[src/rtl/regfile_wb_arbiter.sv]
// Register-file writeback arbiter. Each requester has a one-entry holding buffer.
// A round-robin arbiter drains one held entry per cycle into registered write-port outputs.
module regfile_wb_arbiter #(
   parameter int NREQ = 3,
   parameter int AW   = 5,
   parameter int DW   = 32
) (
   input  logic               clk_i,
   input  logic               rst_i,
   input  logic               stall_i,
   input  logic [NREQ-1:0]    req_valid_i,
   output logic [NREQ-1:0]    req_ready_o,
   input  logic [NREQ*AW-1:0] req_addr_i,
   input  logic [NREQ*DW-1:0] req_data_i,
   input  logic [NREQ-1:0]    req_zok_i,
   output logic               RegWrite_o,
   output logic [AW-1:0]      RDaddr_o,
   output logic [DW-1:0]      RDdata_o,
   output logic [NREQ-1:0]    gnt_o,
   output logic               Error_Zero_o,
   output logic               busy_o
);
   localparam int PW = (NREQ > 1) ? $clog2(NREQ) : 1;

   logic [NREQ-1:0] hold_v_q, hold_v_d, hold_zok_q, load;
   logic [AW-1:0]   hold_addr_q [NREQ];
   logic [DW-1:0]   hold_data_q [NREQ];
   logic [PW-1:0]   rr_ptr_q, rr_ptr_d;

   logic [NREQ-1:0] win;
   logic            win_any;
   logic [PW-1:0]   win_idx;
   logic [PW:0]     scan_idx;

   logic            regwrite_q, regwrite_d;
   logic [AW-1:0]   rdaddr_q, rdaddr_d;
   logic [DW-1:0]   rddata_q, rddata_d;
   logic [NREQ-1:0] gnt_q, gnt_d;
   logic            err_q, err_d;

   // Scan from rr_ptr upward with wrap; first held entry wins unless stalled.
   always_comb begin
      win      = '0;
      win_any  = 1'b0;
      win_idx  = '0;
      scan_idx = '0;
      if (!stall_i) begin
         for (int k = 0; k < NREQ; k++) begin
            scan_idx = {1'b0, rr_ptr_q} + (PW+1)'(k);
            if (scan_idx >= (PW+1)'(NREQ)) scan_idx = scan_idx - (PW+1)'(NREQ);
            if (!win_any && hold_v_q[scan_idx[PW-1:0]]) begin
               win_any = 1'b1;
               win_idx = scan_idx[PW-1:0];
            end
         end
      end
      if (win_any) win[win_idx] = 1'b1;
   end

   genvar gi;
   generate
      for (gi = 0; gi < NREQ; gi++) begin : g_buf
         // A winning entry frees its slot at the same edge, allowing drain and refill together.
         assign req_ready_o[gi] = ~hold_v_q[gi] | win[gi];
         assign load[gi]        = req_valid_i[gi] & req_ready_o[gi];
         assign hold_v_d[gi]    = load[gi] | (hold_v_q[gi] & ~win[gi]);
      end
   endgenerate

   always_comb begin
      regwrite_d = 1'b0;
      gnt_d      = '0;
      err_d      = 1'b0;
      rdaddr_d   = rdaddr_q;
      rddata_d   = rddata_q;
      rr_ptr_d   = rr_ptr_q;
      if (win_any) begin
         gnt_d    = win;
         rr_ptr_d = (win_idx == PW'(NREQ-1)) ? '0 : win_idx + 1'b1;
         if (hold_addr_q[win_idx] != '0) begin
            regwrite_d = 1'b1;
            rdaddr_d   = hold_addr_q[win_idx];
            rddata_d   = hold_data_q[win_idx];
         end else begin
            // Writes to $0 are consumed without a write; flag only the illegal forms.
            rdaddr_d = '0;
            rddata_d = '0;
            err_d    = ~hold_zok_q[win_idx];
         end
      end
   end

   always_ff @(posedge clk_i or negedge rst_i) begin
      if (!rst_i) begin
         hold_v_q   <= '0;
         hold_zok_q <= '0;
         rr_ptr_q   <= '0;
         regwrite_q <= 1'b0;
         rdaddr_q   <= '0;
         rddata_q   <= '0;
         gnt_q      <= '0;
         err_q      <= 1'b0;
         for (int i = 0; i < NREQ; i++) begin
            hold_addr_q[i] <= '0;
            hold_data_q[i] <= '0;
         end
      end else begin
         hold_v_q   <= hold_v_d;
         rr_ptr_q   <= rr_ptr_d;
         regwrite_q <= regwrite_d;
         rdaddr_q   <= rdaddr_d;
         rddata_q   <= rddata_d;
         gnt_q      <= gnt_d;
         err_q      <= err_d;
         for (int i = 0; i < NREQ; i++) begin
            if (load[i]) begin
               hold_addr_q[i] <= req_addr_i[i*AW +: AW];
               hold_data_q[i] <= req_data_i[i*DW +: DW];
               hold_zok_q[i]  <= req_zok_i[i];
            end
         end
      end
   end

   assign RegWrite_o   = regwrite_q;
   assign RDaddr_o     = rdaddr_q;
   assign RDdata_o     = rddata_q;
   assign gnt_o        = gnt_q;
   assign Error_Zero_o = err_q;
   assign busy_o       = |hold_v_q;
endmodule
[config.mk]
export PLATFORM = sky130hd
export DESIGN_NAME = regfile_wb_arbiter
export DESIGN_NICKNAME = d
export VERILOG_FILES = /design/src/rtl/regfile_wb_arbiter.sv
export SDC_FILE = /design/constraint.sdc
export NUM_CORES = 1
export LEC_CHECK = 0
export CORE_UTILIZATION = 39
export CTS_CLUSTER_SIZE = 14
export DETAILED_ROUTE_END_ITERATION = 10
export PLACE_DENSITY_LB_ADDON = 0.15
export SLEW_MARGIN = 20
export SYNTH_ARGS = -nofsm -noshare
export SYNTH_HDL_FRONTEND = slang
export SYNTH_SLANG_ARGS = --single-unit
export TNS_END_PERCENT = 50
[constraint.sdc]
create_clock -name clk_i -period 5.3 [get_ports clk_i]
set_input_delay 0.53 -clock clk_i [delete_from_list [all_inputs] [get_ports clk_i]]
set_output_delay 0.53 -clock clk_i [all_outputs]
set_load 0.1 [all_outputs]
* Word-level counts from Yosys, hierarchy flattened
Cells that the tools add are included.
Operators by class: add/subtract/negate cells 6, multipliers 0, div/mod/pow operators 0, magnitude comparators 9, equal/unequal tests 1, shift-type cells 0, multiplexer cells 41, bitwise operators 20, reductions and logical operators 7
Operator list (number):
- $mux 32 | 3
- $bmux 32 s2 | 1
- $mux 2 | 11
- $mux 1 | 15
- $mux 5 | 3
- $lt 2x3->1 const B | 4
- $bmux 5 s2 | 1
- $bmux 1 s2 | 4
- $not 1->1 | 7
- $and 1x1->1 | 6
- $ge 3x2->1 const B | 2
- $mux 3 | 2
- $or 1x1->1 | 6
- $sub 2x2->2 const B | 3
- $reduce_bool 5->1 | 1
- $add 2x1->3 const B | 1
- $add 2x2->3 const B | 1
- $ge 3x3->1 const B | 1
- $logic_and 1x1->1 | 3
- $not 2->3 | 1
- $reduce_or 3->1 | 1
- $add 2x1->2 const B | 1
- $demux 1 s2 | 1
- $eq 2x2->1 const B | 1
- other kinds (3) | 4
Word-level totals: register bits after elaboration 161, bits in latches 0, RAM bits 0, memory bits (read-only) 0, input bits 120, output and inout port bits 46, word-level logic and storage cells 100, memories 0

* Logic depth before layout (Yosys ltp)
depth in word-level cells 23, depth in mapped cells 12, depth with buffers taken out 8

* Least setup slack after synthesis
OpenSTA, ideal clock, no wires.
kind register to register, from register rr_ptr_q[0], to register hold_addr_q[0] in the netlist's numbering, library setup time 0.125 ns, arrival 3.103 ns, required time 5.175 ns, slack 2.072 ns, cell stages (with the launch flop) 10, path buffers 2, period minus slack after synthesis 3.228 ns, path through dfrtp_1 -> inv_1 -> ha_1 -> nor2b_1 -> o2111ai_1 -> nand3_1 -> and2_1 -> buf_2 -> buf_2 -> mux2_2
On the way: longest elaborated chain between the ends 22, elaborated cells on any way between the ends 42, classes of those cells add/sub (5); order compare (5); mux (25); bitwise (2); reduce/logical (5)
Ends and longest elaborated chain:
- start: declaration | line 28 | logic [PW-1:0] rr_ptr_q, rr_ptr_d;
- start signal: assignment | line 109 | rr_ptr_q <= rr_ptr_d;
- parallel branches: the longest is 19 deep, another holds $add 2x1->3
- $mux 3 * | line 57 | if (win_any) win[win_idx] = 1'b1;
- $or 1x1->1 * | line 64 | assign req_ready_o[gi] = ~hold_v_q[gi] | win[gi];
- via req_ready_o[2] | line 12 | output logic [NREQ-1:0] req_ready_o,
- $and 1x1->1 * | line 65 | assign load[gi] = req_valid_i[gi] & req_ready_o[gi];
- end signal: indexed assignment | line 117 | hold_addr_q[i] <= req_addr_i[i*AW +: AW];
- end: declaration | line 26 | logic [AW-1:0] hold_addr_q [NREQ];
Mark *: on every way through the listed nets, which the timed path passes. The select of a mux whose other input is x is not followed. A chain may end at the register's enable or synchronous reset.

* Worst setup path in the final report
from register rr_ptr_q[0], to output req_ready_o[0]
On the way: longest elaborated chain between the ends 21, elaborated cells on any way between the ends 41, classes of those cells add/sub (5); order compare (5); mux (25); bitwise (1); reduce/logical (5)
Ends and longest elaborated chain (line):
- parallel branches: the longest is 19 deep, another holds $add 2x1->3
- $mux 3 * | 57
- $or 1x1->1 * | 64
- end: declaration | 12
Every way passes the cells marked *. The select of a mux whose other input is x is not followed.

==> flow_summary.toml <==
[cells_and_area]
nFillCells = 1494
drive_gt1_share_pct = 24.9
multiInputGateArea_sq_um = 2610
synthToLayoutAreaGrowth_pct = 36.4
final_common_cell = "clkdlybuf4s50_1"
nNetsFinal = 771
n_antenna_cell = 0
regArea_sq_um = 4030
layout_common_cells = "clkdlybuf4s50_1, dfrtp_1, mux2_2"

[cts]
cts_tree = "yes"
ctsLongestPathBuffers = 2
clkSinkCount = 161
clk_pin_slew_ns = 0.06
cts-root-buf = "clkbuf_16"
numCtsBuffers = 17
clk_latency_ns = 0.42
cts_htree_levels = 4

[placement]
port_buffers = 165
place.gp.congestion = 0.824
dp_hpwl_um = 11400
post-place-ws_ns = 1.67

[route]
vias = 4705
avgRoutedWirePerCell_um = 19.9
via_per_inst = 5.30
wirelength_um = 17600
postRouteAntennaNets = 0
first_pass_iters = 5
drc = 0
drtIter0Drc = 408

[die]
die_x_um = 134
die_area_sq_um = 18000
core.rowCount = 48
io_pins = 166
die_h_um = 134
coreArea_sq_um = 17200
start_util_pct = 39.7

[timing]
fin_tns_setup_ns = 0
maxSlewHeadroom_pct = 31.6
setup_violations = 0
rsz0062_at_grt = "no"
slew_violations = 0
fin_ws_ns = 1.33
worst_pin_slew_ns = 1.02
hold_viol = 0
fmax_mhz = 252
fin_crit_ns = 3.97
final.hold.worst_slack_ns = 0.476
post-route-period-util_pct = 75.0
finClkSkew_ns = 0.00909

[pwr]
p_leak_nw = 3.91
vdd_drop_max_mv = 0.441
power_density_nw_per_um2 = 739

[worst_setup_path]
worstPathRequired_ns = 4.77
critPathMaxFanout = 7
critPathArrivalTime_ns = 3.44
slowest_delay_ns = 1.19
worst-setup-path-type = "register to primary output"
slowest_stage = "clkdlybuf4s50_1"
end_kind = "primary output"
cp_cell_sequence = "inv_1 -> ha_1 -> maj3_2 -> a2111o_2 -> o21ai_4 -> clkdlybuf4s50_1"
startpoint_type = "register"

[outcome]
outcome = "finished, final reports clean"

[logic_synthesis]
synth.mux.area_fraction_pct = 20.1
synth_compound_area_share_pct = 12.5
postSynthAreaPerCell_sq_um = 13.8
synth-seq-cells = 161
async_flop_share_pct = 100
syn_inst = 494
synth_edf_count = 0
syn_nets = 616
synth_top_family_by_area = "multiplexers"
synth_xor_area_share_pct = 0
yosys.area_share.simple_pct = 4.77
seq_area_frac_synth_pct = 59.0
synth_top_flop_cell = "dfrtp_1"
synth_area_sq_um = 6830
synth-warning-count = 0
synthAdderAreaFrac_pct = 0.532
synth_cell_types = 48

[global_routing]
grt_max_degree = 79
grt_usage_pct = 20.7
grt-ovfl-total = 0
grt_pass1_wl_um = 28200
antenna_found_initial = 0
first_global_vias = 5188

[worst_hold_path]
hp-class = "register to register"

[job]
maxCapViolCount = 0
-- flip-flops by register name, summed over array words and instances, names as in the netlist --
register	cells
hold_data_q	96
RDdata_o	32
hold_addr_q	15
RDaddr_o	5
gnt_o	3
hold_v_q	3
hold_zok_q	3
rr_ptr_q	2
Error_Zero_o	1
RegWrite_o	1
-- power breakdown --
group	internal, W	switching, W	leakage, nW
Combinational	0.00123	0.00211	1.65
Clock	0.000870	0.000473	0.323
Sequential	0.00185	0.000357	1.93
Total	0.00394	0.00294	3.91
-- metal layers --
layer / vias up / GRT usage, % / routed length (um)
met1: 2368 / 27.2 / 7810
met5: - / 0 / 0
li1: 2168 / - / -
met3: 15 / 4.72 / 1040
met2: 154 / 34.3 / 8590
met4: 0 / 5.49 / 185
-- timing repair --
item                                   in CTS  in global routing
setup buffers                               0                  0
endpoints found under the hold margin      20                  0
resized for setup                           0                  0
hold buffers                                1                  0
-- per-stage QoR --
step | power, W | util (%) | area [sq um] | std cells
global placement | 0.00549 | 50.3 | 8640 | 854
finish | 0.00688 | 54.2 | 9310 | 887
detailed placement | 0.00556 | 50.3 | 8640 | 854
global route | 0.00722 | 54.2 | 9310 | 887
CTS | 0.00694 | 54.2 | 9310 | 887
floorplan | 0.00470 | - | 6830 | 494
-- cell type report --
type | count | area share (%)
Timing Repair Buffer | 174 | 18.5
Sequential cell | 161 | 43.3
Clock buffer | 21 | 5.05
Inverter | 5 | 0.202
Multi-Input combinational cell | 290 | 28.0
Clock inverter | 11 | 1.96
Tap cell | 225 | 3.02
-- synthesized netlist by cell type, drive strengths merged (2+ instances only) --
master	n	share of area, %
ha	2	0.37
dfrtp	161	59
nor3	2	0.15
nand3	3	0.22
a222oi	32	4.7
or2	3	0.28
and2	2	0.18
nor2b	2	0.18
a21oi	8	0.59
o21ai	8	0.75
and3	2	0.18
clkbuf	17	0.93
a2bb2oi	2	0.26
buf	21	1.9
a22oi	2	0.22
nand2	44	2.5
inv	4	0.22
nor2	6	0.33
o31ai	32	3.5
o22ai	2	0.18
mux2	115	20
nand2b	5	0.46
-- critical path: cells and delay by family, from the launching register on --
kind	cells	cell delay, ns
fa+ha+maj	2	0.71
buf+inv	2	1.26
flops	1	0.36
compound gates	2	0.70
-- logic make-up after synthesis --
| kind of cell | after synthesis |
|---|---|
| flops | 161 |
| compound gates | 100 |
| mux | 115 |
| simple gates | 72 |
| fa+ha+maj | 3 |
| buf+inv | 43 |
-- final timing paths --
kind                              start              end  slack (ns)  cells after the start
max in group asynchronous         rst_i      RDdata_o[1]        3.62                      3
max reg2reg                 rr_ptr_q[0]  hold_data_q[77]        2.05                      8
min in group asynchronous         rst_i  hold_data_q[23]        0.52                      2
max                         rr_ptr_q[0]   req_ready_o[0]        1.33                      6
min reg2reg                RDdata_o[13]     RDdata_o[13]        0.48                      2
min                        RDdata_o[13]     RDdata_o[13]        0.48                      2
Power figures use the tool's default switching activity.
